$ cat config.mk
export PLATFORM = sky130hd
export DESIGN_NAME = ysyx_22040088_lsu
export DESIGN_NICKNAME = d
export VERILOG_FILES = /design/src/rtl/ysyx_22040088_pkg.sv /design/src/rtl/ysyx_22040088_lsu_align.sv /design/src/rtl/ysyx_22040088_lsu.sv
export SDC_FILE = /design/constraint.sdc
export NUM_CORES = 1
export LEC_CHECK = 0
export BUFFER_PORTS_ARGS = -buffer_cell sky130_fd_sc_hd__buf_2
export CAP_MARGIN = 10
export CELL_PAD_IN_SITES_DETAIL_PLACEMENT = 0
export CELL_PAD_IN_SITES_GLOBAL_PLACEMENT = 2
export CORE_MARGIN = 3
export CORE_UTILIZATION = 29
export DETAILED_ROUTE_END_ITERATION = 16
export MAX_ROUTING_LAYER = met4
export PLACE_DENSITY_LB_ADDON = 0.1
export SLEW_MARGIN = 0
export SYNTH_ARGS = -nofsm -noshare
export SYNTH_HDL_FRONTEND = slang
export SYNTH_SLANG_ARGS = --single-unit
$ cat constraint.sdc
create_clock -name clk -period 5.55 [get_ports clk]
set_input_delay 0 -clock clk [delete_from_list [all_inputs] [get_ports clk]]
set_output_delay 0 -clock clk [all_outputs]
set_load 0.02 [all_outputs]
$ cat src/rtl/ysyx_22040088_pkg.sv
// Shared LSU definitions: one-hot size masks, FSM states, alignment helper.
// Imported by ysyx_22040088_lsu and ysyx_22040088_lsu_align.
package ysyx_22040088_pkg;

  localparam logic [3:0] MASK_D = 4'b0001;
  localparam logic [3:0] MASK_W = 4'b0010;
  localparam logic [3:0] MASK_H = 4'b0100;
  localparam logic [3:0] MASK_B = 4'b1000;

  typedef enum logic [1:0] {
    S_IDLE = 2'd0,
    S_REQ  = 2'd1,
    S_WAIT = 2'd2,
    S_DONE = 2'd3
  } state_t;

  function automatic logic misaligned(
    input logic [3:0] m,
    input logic [2:0] lo
  );
    return ((m == MASK_D) && (lo != 3'd0))
        || ((m == MASK_W) && (lo[1:0] != 2'd0))
        || ((m == MASK_H) && lo[0]);
  endfunction

endpackage

$ cat src/rtl/ysyx_22040088_lsu_align.sv
// LSU lane logic: byte strobes, store replication, load shift and extend.
// Offsets are forced down to the access size; mask must be one-hot or zero.
module ysyx_22040088_lsu_align
  import ysyx_22040088_pkg::*;
(
  input  logic [3:0]  i_mask,
  input  logic [2:0]  i_off,
  input  logic        i_wen,
  input  logic        i_unsigned,
  input  logic [63:0] i_wdata,
  input  logic [63:0] i_rdata,
  output logic [7:0]  o_wstrb,
  output logic [63:0] o_wdata,
  output logic [63:0] o_rdata
);

  logic [7:0]  w_ones;
  logic [2:0]  w_off;
  logic [63:0] w_shift;
  logic        w_sx;

  always_comb begin
    w_ones  = 8'h00;
    w_off   = 3'd0;
    o_wdata = 64'd0;
    unique case (1'b1)
      (i_mask == MASK_D): begin
        w_ones  = 8'hFF;
        o_wdata = i_wdata;
      end
      (i_mask == MASK_W): begin
        w_ones  = 8'h0F;
        w_off   = {i_off[2], 2'b00};
        o_wdata = {2{i_wdata[31:0]}};
      end
      (i_mask == MASK_H): begin
        w_ones  = 8'h03;
        w_off   = {i_off[2:1], 1'b0};
        o_wdata = {4{i_wdata[15:0]}};
      end
      (i_mask == MASK_B): begin
        w_ones  = 8'h01;
        w_off   = i_off;
        o_wdata = {8{i_wdata[7:0]}};
      end
      default: ;
    endcase
  end

  assign o_wstrb = i_wen ? (w_ones << w_off) : 8'h00;
  assign w_shift = i_rdata >> {w_off, 3'b000};
  assign w_sx    = ~i_unsigned;

  always_comb begin
    o_rdata = 64'd0;
    unique case (1'b1)
      (i_mask == MASK_D):
        o_rdata = w_shift;
      (i_mask == MASK_W):
        o_rdata = {{32{w_sx & w_shift[31]}}, w_shift[31:0]};
      (i_mask == MASK_H):
        o_rdata = {{48{w_sx & w_shift[15]}}, w_shift[15:0]};
      (i_mask == MASK_B):
        o_rdata = {{56{w_sx & w_shift[7]}}, w_shift[7:0]};
      default: ;
    endcase
  end

endmodule

$ cat src/rtl/ysyx_22040088_lsu.sv
// Load/store unit: request FSM between core and 64-bit bus.
// YSYX_22040088_LSU_MISALIGN_CHK_EN rejects misaligned accesses.
module ysyx_22040088_lsu
  import ysyx_22040088_pkg::*;
(
  input  logic        clk,
  input  logic        rst,
  input  logic        in_valid,
  output logic        in_ready,
  input  logic        in_wen,
  input  logic [3:0]  in_mask,
  input  logic        in_unsigned,
  input  logic [63:0] in_addr,
  input  logic [63:0] in_wdata,
  output logic        out_valid,
  input  logic        out_ready,
  output logic [63:0] out_rdata,
  output logic        out_err,
  output logic        bus_req_valid,
  input  logic        bus_req_ready,
  output logic [63:0] bus_addr,
  output logic        bus_wen,
  output logic [7:0]  bus_wstrb,
  output logic [63:0] bus_wdata,
  input  logic        bus_resp_valid,
  input  logic [63:0] bus_resp_rdata
);

  state_t      r_state;
  state_t      w_next;
  logic        r_wen;
  logic [3:0]  r_mask;
  logic        r_unsigned;
  logic [63:0] r_addr;
  logic [63:0] r_wdata;
  logic [63:0] r_rdata;
  logic        r_err;
  logic        w_err;
  logic        w_accept;
  logic [63:0] w_ldata;

`ifdef YSYX_22040088_LSU_MISALIGN_CHK_EN
  assign w_err = !$onehot(in_mask)
              || misaligned(in_mask, in_addr[2:0]);
`else
  assign w_err = !$onehot(in_mask);
`endif

  assign w_accept = (r_state == S_IDLE) && in_valid;

  always_ff @(posedge clk) begin
    if (rst) r_state <= S_IDLE;
    else     r_state <= w_next;
  end

  always_comb begin
    w_next = r_state;
    case (r_state)
      S_IDLE: if (in_valid)
                w_next = w_err ? S_DONE : S_REQ;
      S_REQ:  if (bus_req_ready)  w_next = S_WAIT;
      S_WAIT: if (bus_resp_valid) w_next = S_DONE;
      S_DONE: if (out_ready)      w_next = S_IDLE;
      default: w_next = S_IDLE;
    endcase
  end

  // Rejected masks are stored as zero so the lane logic stays idle.
  always_ff @(posedge clk) begin
    if (rst) begin
      r_wen      <= 1'b0;
      r_mask     <= 4'd0;
      r_unsigned <= 1'b0;
      r_addr     <= 64'd0;
      r_wdata    <= 64'd0;
      r_rdata    <= 64'd0;
      r_err      <= 1'b0;
    end else begin
      if (w_accept) begin
        r_wen      <= in_wen;
        r_mask     <= w_err ? 4'd0 : in_mask;
        r_unsigned <= in_unsigned;
        r_addr     <= in_addr;
        r_wdata    <= in_wdata;
        r_rdata    <= 64'd0;
        r_err      <= w_err;
      end
      if ((r_state == S_WAIT) && bus_resp_valid)
        r_rdata <= r_wen ? 64'd0 : w_ldata;
    end
  end

  ysyx_22040088_lsu_align u_align (
    .i_mask     (r_mask),
    .i_off      (r_addr[2:0]),
    .i_wen      (r_wen),
    .i_unsigned (r_unsigned),
    .i_wdata    (r_wdata),
    .i_rdata    (bus_resp_rdata),
    .o_wstrb    (bus_wstrb),
    .o_wdata    (bus_wdata),
    .o_rdata    (w_ldata)
  );

  assign in_ready      = (r_state == S_IDLE);
  assign out_valid     = (r_state == S_DONE);
  assign bus_req_valid = (r_state == S_REQ);
  assign bus_addr      = {r_addr[63:3], 3'b000};
  assign bus_wen       = r_wen;
  assign out_rdata     = r_rdata;
  assign out_err       = r_err;

endmodule

# Word level (Yosys, flattened, before mapping)
# Index checks and enable logic that the tools add are counted.
[classes]
eq_ne = 12
n_addsub = 3
bitwise = 4
n_mux = 15
n_reduce_logical = 6
shift = 2
[op_table]
columns = ["op", "n"]
rows = [
  ["64-bit case mux with 4 select lines", 2],
  ["64-bit 2-to-1 mux", 3],
  ["64-bit by 6-bit right shift with 64-bit output", 1],
  ["8-bit case mux with 4 select lines", 1],
  ["2-bit 2-to-1 mux", 5],
  ["3-bit case mux with 3 select lines", 1],
  ["8-bit 2-to-1 mux", 1],
  ["2-bit case mux with 4 select lines", 1],
  ["8-bit by 3-bit left shift with 8-bit output", 1],
  ["1-bit by 1-bit adder with 2-bit output", 2],
  ["2-bit equality test (second input constant)", 2],
  ["4-bit by 1-bit equality test with 1-bit output (second input constant)", 1],
  ["4-bit by 2-bit equality test with 1-bit output (second input constant)", 1],
  ["4-bit by 3-bit equality test with 1-bit output (second input constant)", 1],
  ["4-bit equality test (second input constant)", 1],
  ["4-bit 2-to-1 mux", 1],
  ["2-bit by 1-bit inequality test with 1-bit output (second input constant)", 2],
  ["2-bit inequality test (second input constant)", 2],
  ["4-bit AND reduction", 1],
  ["2-bit by 2-bit adder with 3-bit output", 1],
  ["1-bit AND", 3],
  ["3-bit by 1-bit equality test with 1-bit output (second input constant)", 1],
  ["2-bit by 1-bit equality test with 1-bit output (second input constant)", 1],
  ["1-bit logical AND", 2],
  ["4 further kinds", 4],
]
[totals]
out_inout_bits = 205
register_bits = 201
input_bits = 204
elab_cells = 50

# Logic depth before layout (Yosys ltp)
[logic_depth]
depth_word = 7
mapped_depth = 11
ltp_nobuf = 9

# Cells and area by module
# From an unflattened synthesis, not the netlist that was laid out.
[hier_totals]
cells_unflattened = 1392
hier_area_um2 = 10916.7
[by_module_without_submodules]
columns = ["module", "instances", "seq_area_each_um2", "cells_each", "area_per_inst_um2"]
rows = [
  ["ysyx_22040088_lsu", 1, 4023.9, 890, 7490.9],
  ["ysyx_22040088_lsu_align", 1, 0.0, 502, 3425.8],
]

# Worst setup path after synthesis
# No wires, ideal clock.
[synth_timing]
path_kind = "flip-flop to flip-flop"
startpoint = "reg r_mask[0]"
endpoint = "reg r_rdata[52], in the netlist out_rdata[52]"
arrival_time_ns = 2.684
synth_period_minus_slack_ns = 2.836
n_path_buf = 3
setup_ns = 0.152
setup_slack_ns = 2.714
path_stages_with_launch = 11
t_required_ns = 5.398
cell_sequence = "dfxtp_1 buf_2 or4b_4 nor2_4 mux4_2 and4b_4 nor4_4 and2_1 buf_6 buf_12 a221oi_2"
[synth_via]
elab_chain_len = 7
word_cells_on_any_way = 12
classes_between = "4 x eq/ne; 1 x shift; 4 x mux; 3 x bitwise"
[synth_rtl]
columns = ["element", "line_no", "rtl"]
rows = [
  ["start, declared", "ysyx_22040088_lsu.sv:32", "logic [3:0] r_mask;"],
  ["start signal, assigned", "ysyx_22040088_lsu.sv:81", "r_mask <= w_err ? 4'd0 : in_mask;"],
  ["4-bit equality test (tied with other cells)", "ysyx_22040088_lsu_align.sv:41, ysyx_22040088_lsu_align.sv:63", ""],
  ["3-bit case mux with 3 select lines", "ysyx_22040088_lsu_align.sv:26", "unique case (1'b1)"],
  ["64-bit by 6-bit right shift with 64-bit output", "ysyx_22040088_lsu_align.sv:51", "assign w_shift = i_rdata >> {w_off, 3'b000};"],
  ["1-bit AND, on equally long branches", "ysyx_22040088_lsu_align.sv:64, ysyx_22040088_lsu_align.sv:60, ysyx_22040088_lsu_align.sv:62", ""],
  ["64-bit case mux with 4 select lines (*)", "ysyx_22040088_lsu_align.sv:56", "unique case (1'b1)"],
  ["64-bit 2-to-1 mux (*)", "ysyx_22040088_lsu.sv:89", "r_rdata <= r_wen ? 64'd0 : w_ldata;"],
  ["64-bit 2-to-1 mux (*)", "ysyx_22040088_lsu.sv:88", "if ((r_state == S_WAIT) && bus_resp_valid)"],
  ["end signal, assigned", "ysyx_22040088_lsu.sv:89", ""],
  ["end, declared", "ysyx_22040088_lsu.sv:36", "logic [63:0] r_rdata;"],
]
# Every way passes the cells marked *; elsewhere a longest branch is shown, timed or not.
# A chain may end at the register's enable or synchronous reset.

# Final worst setup path
[layout_timing]
startpoint = "reg r_mask[1]"
endpoint = "reg r_rdata[26], in the netlist out_rdata[26]"
[layout_via]
elab_chain_len = 7
word_cells_on_any_way = 11
classes_between = "4 x eq/ne; 1 x shift; 4 x mux; 2 x bitwise"
[layout_rtl]
columns = ["element", "line_no"]
rows = [
  ["4-bit equality test (tied with other cells)", "ysyx_22040088_lsu_align.sv:41, ysyx_22040088_lsu_align.sv:63"],
  ["3-bit case mux with 3 select lines", "ysyx_22040088_lsu_align.sv:26"],
  ["64-bit by 6-bit right shift with 64-bit output", "ysyx_22040088_lsu_align.sv:51"],
  ["1-bit AND, on equally long branches", "ysyx_22040088_lsu_align.sv:64, ysyx_22040088_lsu_align.sv:62"],
  ["64-bit case mux with 4 select lines (*)", "ysyx_22040088_lsu_align.sv:56"],
  ["64-bit 2-to-1 mux (*)", "ysyx_22040088_lsu.sv:89"],
  ["64-bit 2-to-1 mux (*)", "ysyx_22040088_lsu.sv:88"],
]
# Marks and branches as above.

==> results.yml <==
logic_synthesis:
  synth_edf_count: 0
  syn-instance-count: 1330
  async_reset_ff_share_pct: 0
  synthFlopType: "dfxtp_1"
  synthTopCellsByCount: "nand2_1, dfxtp_1, a21oi_1, clkbuf_1, buf_4"
  synth_most_common_cell: "nand2_1"
  yosysTopAreaCell: "dfxtp_1"
  synth.distinct_cells: 60
  synth_top_area_share_pct: 38.8
  syn-cell-area_mm2: 0.0104
  yosys_warnings: 0
  syn_avg_cell_area_um2: 7.80
  synth_area_leaders: "dfxtp_1, nand2_1, a21oi_1, buf_4, a221oi_1"
  yosysSeqAreaShare_pct: 38.8
  ys_ff_latch: 201
sta:
  maxSlewHeadroom_pct: 23.7
  worstMarginPinSlew_ns: 1.14
  finalClockSkew_ns: 0.00983
  fin_tns_setup_ns: 0
  period_share_pct: 80.8
  hold_viol: 0
  period_needed_ns: 4.49
  rsz0062_at_grt: "false"
  setup_viol: 0
  max_freq_ghz: 0.223
  slew_violations: 0
floorplanning:
  coreArea_mm2: 0.0349
  die_x_um: 195
  fp-row-count: 68
  initial_core_util_pct: 29.7
  die_h_um: 195
  io_pins: 409
  die-area_mm2: 0.0381
setup_path:
  path_cells: "nor4b_4 -> buf_4 -> nand2_2 -> buf_4 -> mux2_2 -> a2bb2oi_1 -> a2bb2o_1 -> nor3_4 -> a221oi_1 -> dlygate4sd3_1"
  path_common_cell: "buf_4"
  cp.buffers_inverters: 3
  crit_required_ns: 5.96
  reg2reg_slack_ns: 1.06
  cp_max_fo: 61
  cp-startpoint: "r_mask[1]"
  reg2regPathDepth: 10
  path_delay_family: "buffers and inverters"
  endpoint_kind: "register"
  cpPeakStageDelay_ns: 0.79
  slowest_stage: "nor3_4"
  criticalPathCategory: "reg2reg"
  reg2reg_to: "out_rdata[26]"
  arrival_ns: 4.89
  rr_startpoint: "r_mask[1]"
  cp-start-kind: "register"
  cp-endpoint: "out_rdata[26]"
  cp_num_cells: 10
grt:
  use_met1_pct: 27.4
  grt_pass1_wl_um: 66900
  grt_max_degree: 98
  grt_usage_pct: 22.6
  grt_antenna_before_repair: 4
  met2_usage_pct: 38.8
  grt_pass1_vias: 11200
  busiest_layer: "met2"
  grtUsageMet3_pct: 3.45
  grt_overflow: 0
cts:
  clk_pin_slew_ns: 0.06
  cts_buffer_depth: 3
  cts_tree: "built"
  clkSinkCount: 201
  clock_latency_ns: 0.53
  numCtsBuffers: 25
  post_cts_buffers: 0
  root_buffer: "clkbuf_16"
  htreeDepth: 1
place:
  port_buffers: 405
  gp_congestion: 0.897
  dpl.hpwl_um: 31100
cells_and_area:
  nets: 1975
  layout-drive-gt1-share_pct: 28.5
  areaGrowthSynthToFinish_pct: 41.1
  final_util_pct: 41.9
pwr:
  comb_power_share_pct: 27.8
  vdd_drop_max_uv: 207
  power_density_mw_per_mm2: 324
  switching_share_pct: 35.0
  p_leak_nw: 6.67
  power.total_mw: 4.73
  p_int_mw: 3.08
  pwr-share-clk_pct: 34.8
  seqPwrFrac_pct: 37.3
  p_switching_mw: 1.66
detailed_routing:
  via_per_inst: 4.97
  drtIter0Drc: 643
  drc: 0
  dr_total_vias: 11100
  ant_nets: 0
  wl_per_cell_um: 19.7
  drtPass1Iterations: 7
  wirelength_um: 44200
run:
  max-cap-violations: 0
worst_hold_path:
  hp-class: "in2reg"
status:
  status: "finished clean"
[stage by stage]
step	worst slack, ns	hold WS [ns]	area, um2	cells
floorplan	2.71	0.136	10400	1332
global placement	1.28	0.240	12200	2030
detailed placement	1.23	0.245	12200	2030
CTS	1.12	0.0149	14600	2237
global route	0.744	0.0602	14600	2241
finish	1.06	0.0283	14600	2241
[power groups by stage]
stage               Sequential (mW)  Clock (mW)  Combinational, mW
global placement               1.79           0               1.22
finish                         1.77        1.65               1.32
CTS                            1.77        1.70               1.34
global route                   1.79        1.76               1.45
floorplan                      1.75           0              0.913
detailed placement             1.80           0               1.22
[flip-flops by register name, indices dropped and copies added (netlist names)]
signal,flops
out_rdata,64
r_addr,64
r_wdata,64
r_mask,4
r_state,2
bus_wen,1
out_err,1
r_unsigned,1
[layout make-up]
class	count	area, um2
fillers	3724	20300
multi-input cells	931	5340
flip-flops and latches	201	4020
repair buffers	583	3770
clock buffers	38	734
well taps	455	569
clock inverters	7	91.3
inverters	22	82.6
diodes	4	10.0
[layer usage]
metal | vias to the layer above | share of wire [%]
met5 | - | 0
met4 | 0 | 3.0
met3 | 68 | 5.7
met2 | 385 | 49
met1 | 5219 | 42
li1 | 5466 | -
[cell families (layout without fill, tap and decap cells)]
family	Yosys count	count (layout)	synth area share, %
AND/OR/NAND/NOR	478	478	19.5
AO/OA/AOI/OAI	408	408	27.1
flip-flops	201	201	38.8
buffers and inverters	200	650	10.1
multiplexers	34	34	3.41
adder cells (fa/ha/maj)	7	7	0.917
other	1	7	0.0362
XOR/XNOR	1	1	0.0845
[worst min-delay path: stages]
cell	delay, ns
buf_2	0.10
nand2_1	0.05
a22oi_1	0.14
a221oi_1	0.10
o21ai_0	0.13
[placed cells by master (no fill, tap or decap), drive strengths merged, types with 25 or more instances in the layout]
master / instances
a21oi: 188
a221oi: 64
a22o: 25
a22oi: 45
buf: 421
clkbuf: 38
dfxtp: 201
dlygate4sd3: 162
mux2i: 32
nand2: 403
o21ai: 34
[what timing repair did]
item | in CTS | in global routing
hold endpoints to repair | 168 | 0
resized for setup | 0 | 0
hold buffers | 162 | 0
[worst min path at each step]
stage / endpoint / slack, ns / cells past startpoint / start
4_1_cts: out_rdata[11] / 0.01 / 5 / bus_resp_rdata[11]
3_5_place_dp: r_addr[4] / 0.25 / 3 / in_addr[4]
3_3_place_gp: r_addr[10] / 0.24 / 3 / in_addr[10]
2_1_floorplan: r_wdata[48] / 0.14 / 2 / in_wdata[48]
5_1_grt: out_rdata[12] / 0.06 / 5 / bus_resp_rdata[12]
6_report: out_rdata[11] / 0.03 / 5 / bus_resp_rdata[11]
Power figures use the tool's default switching activity.
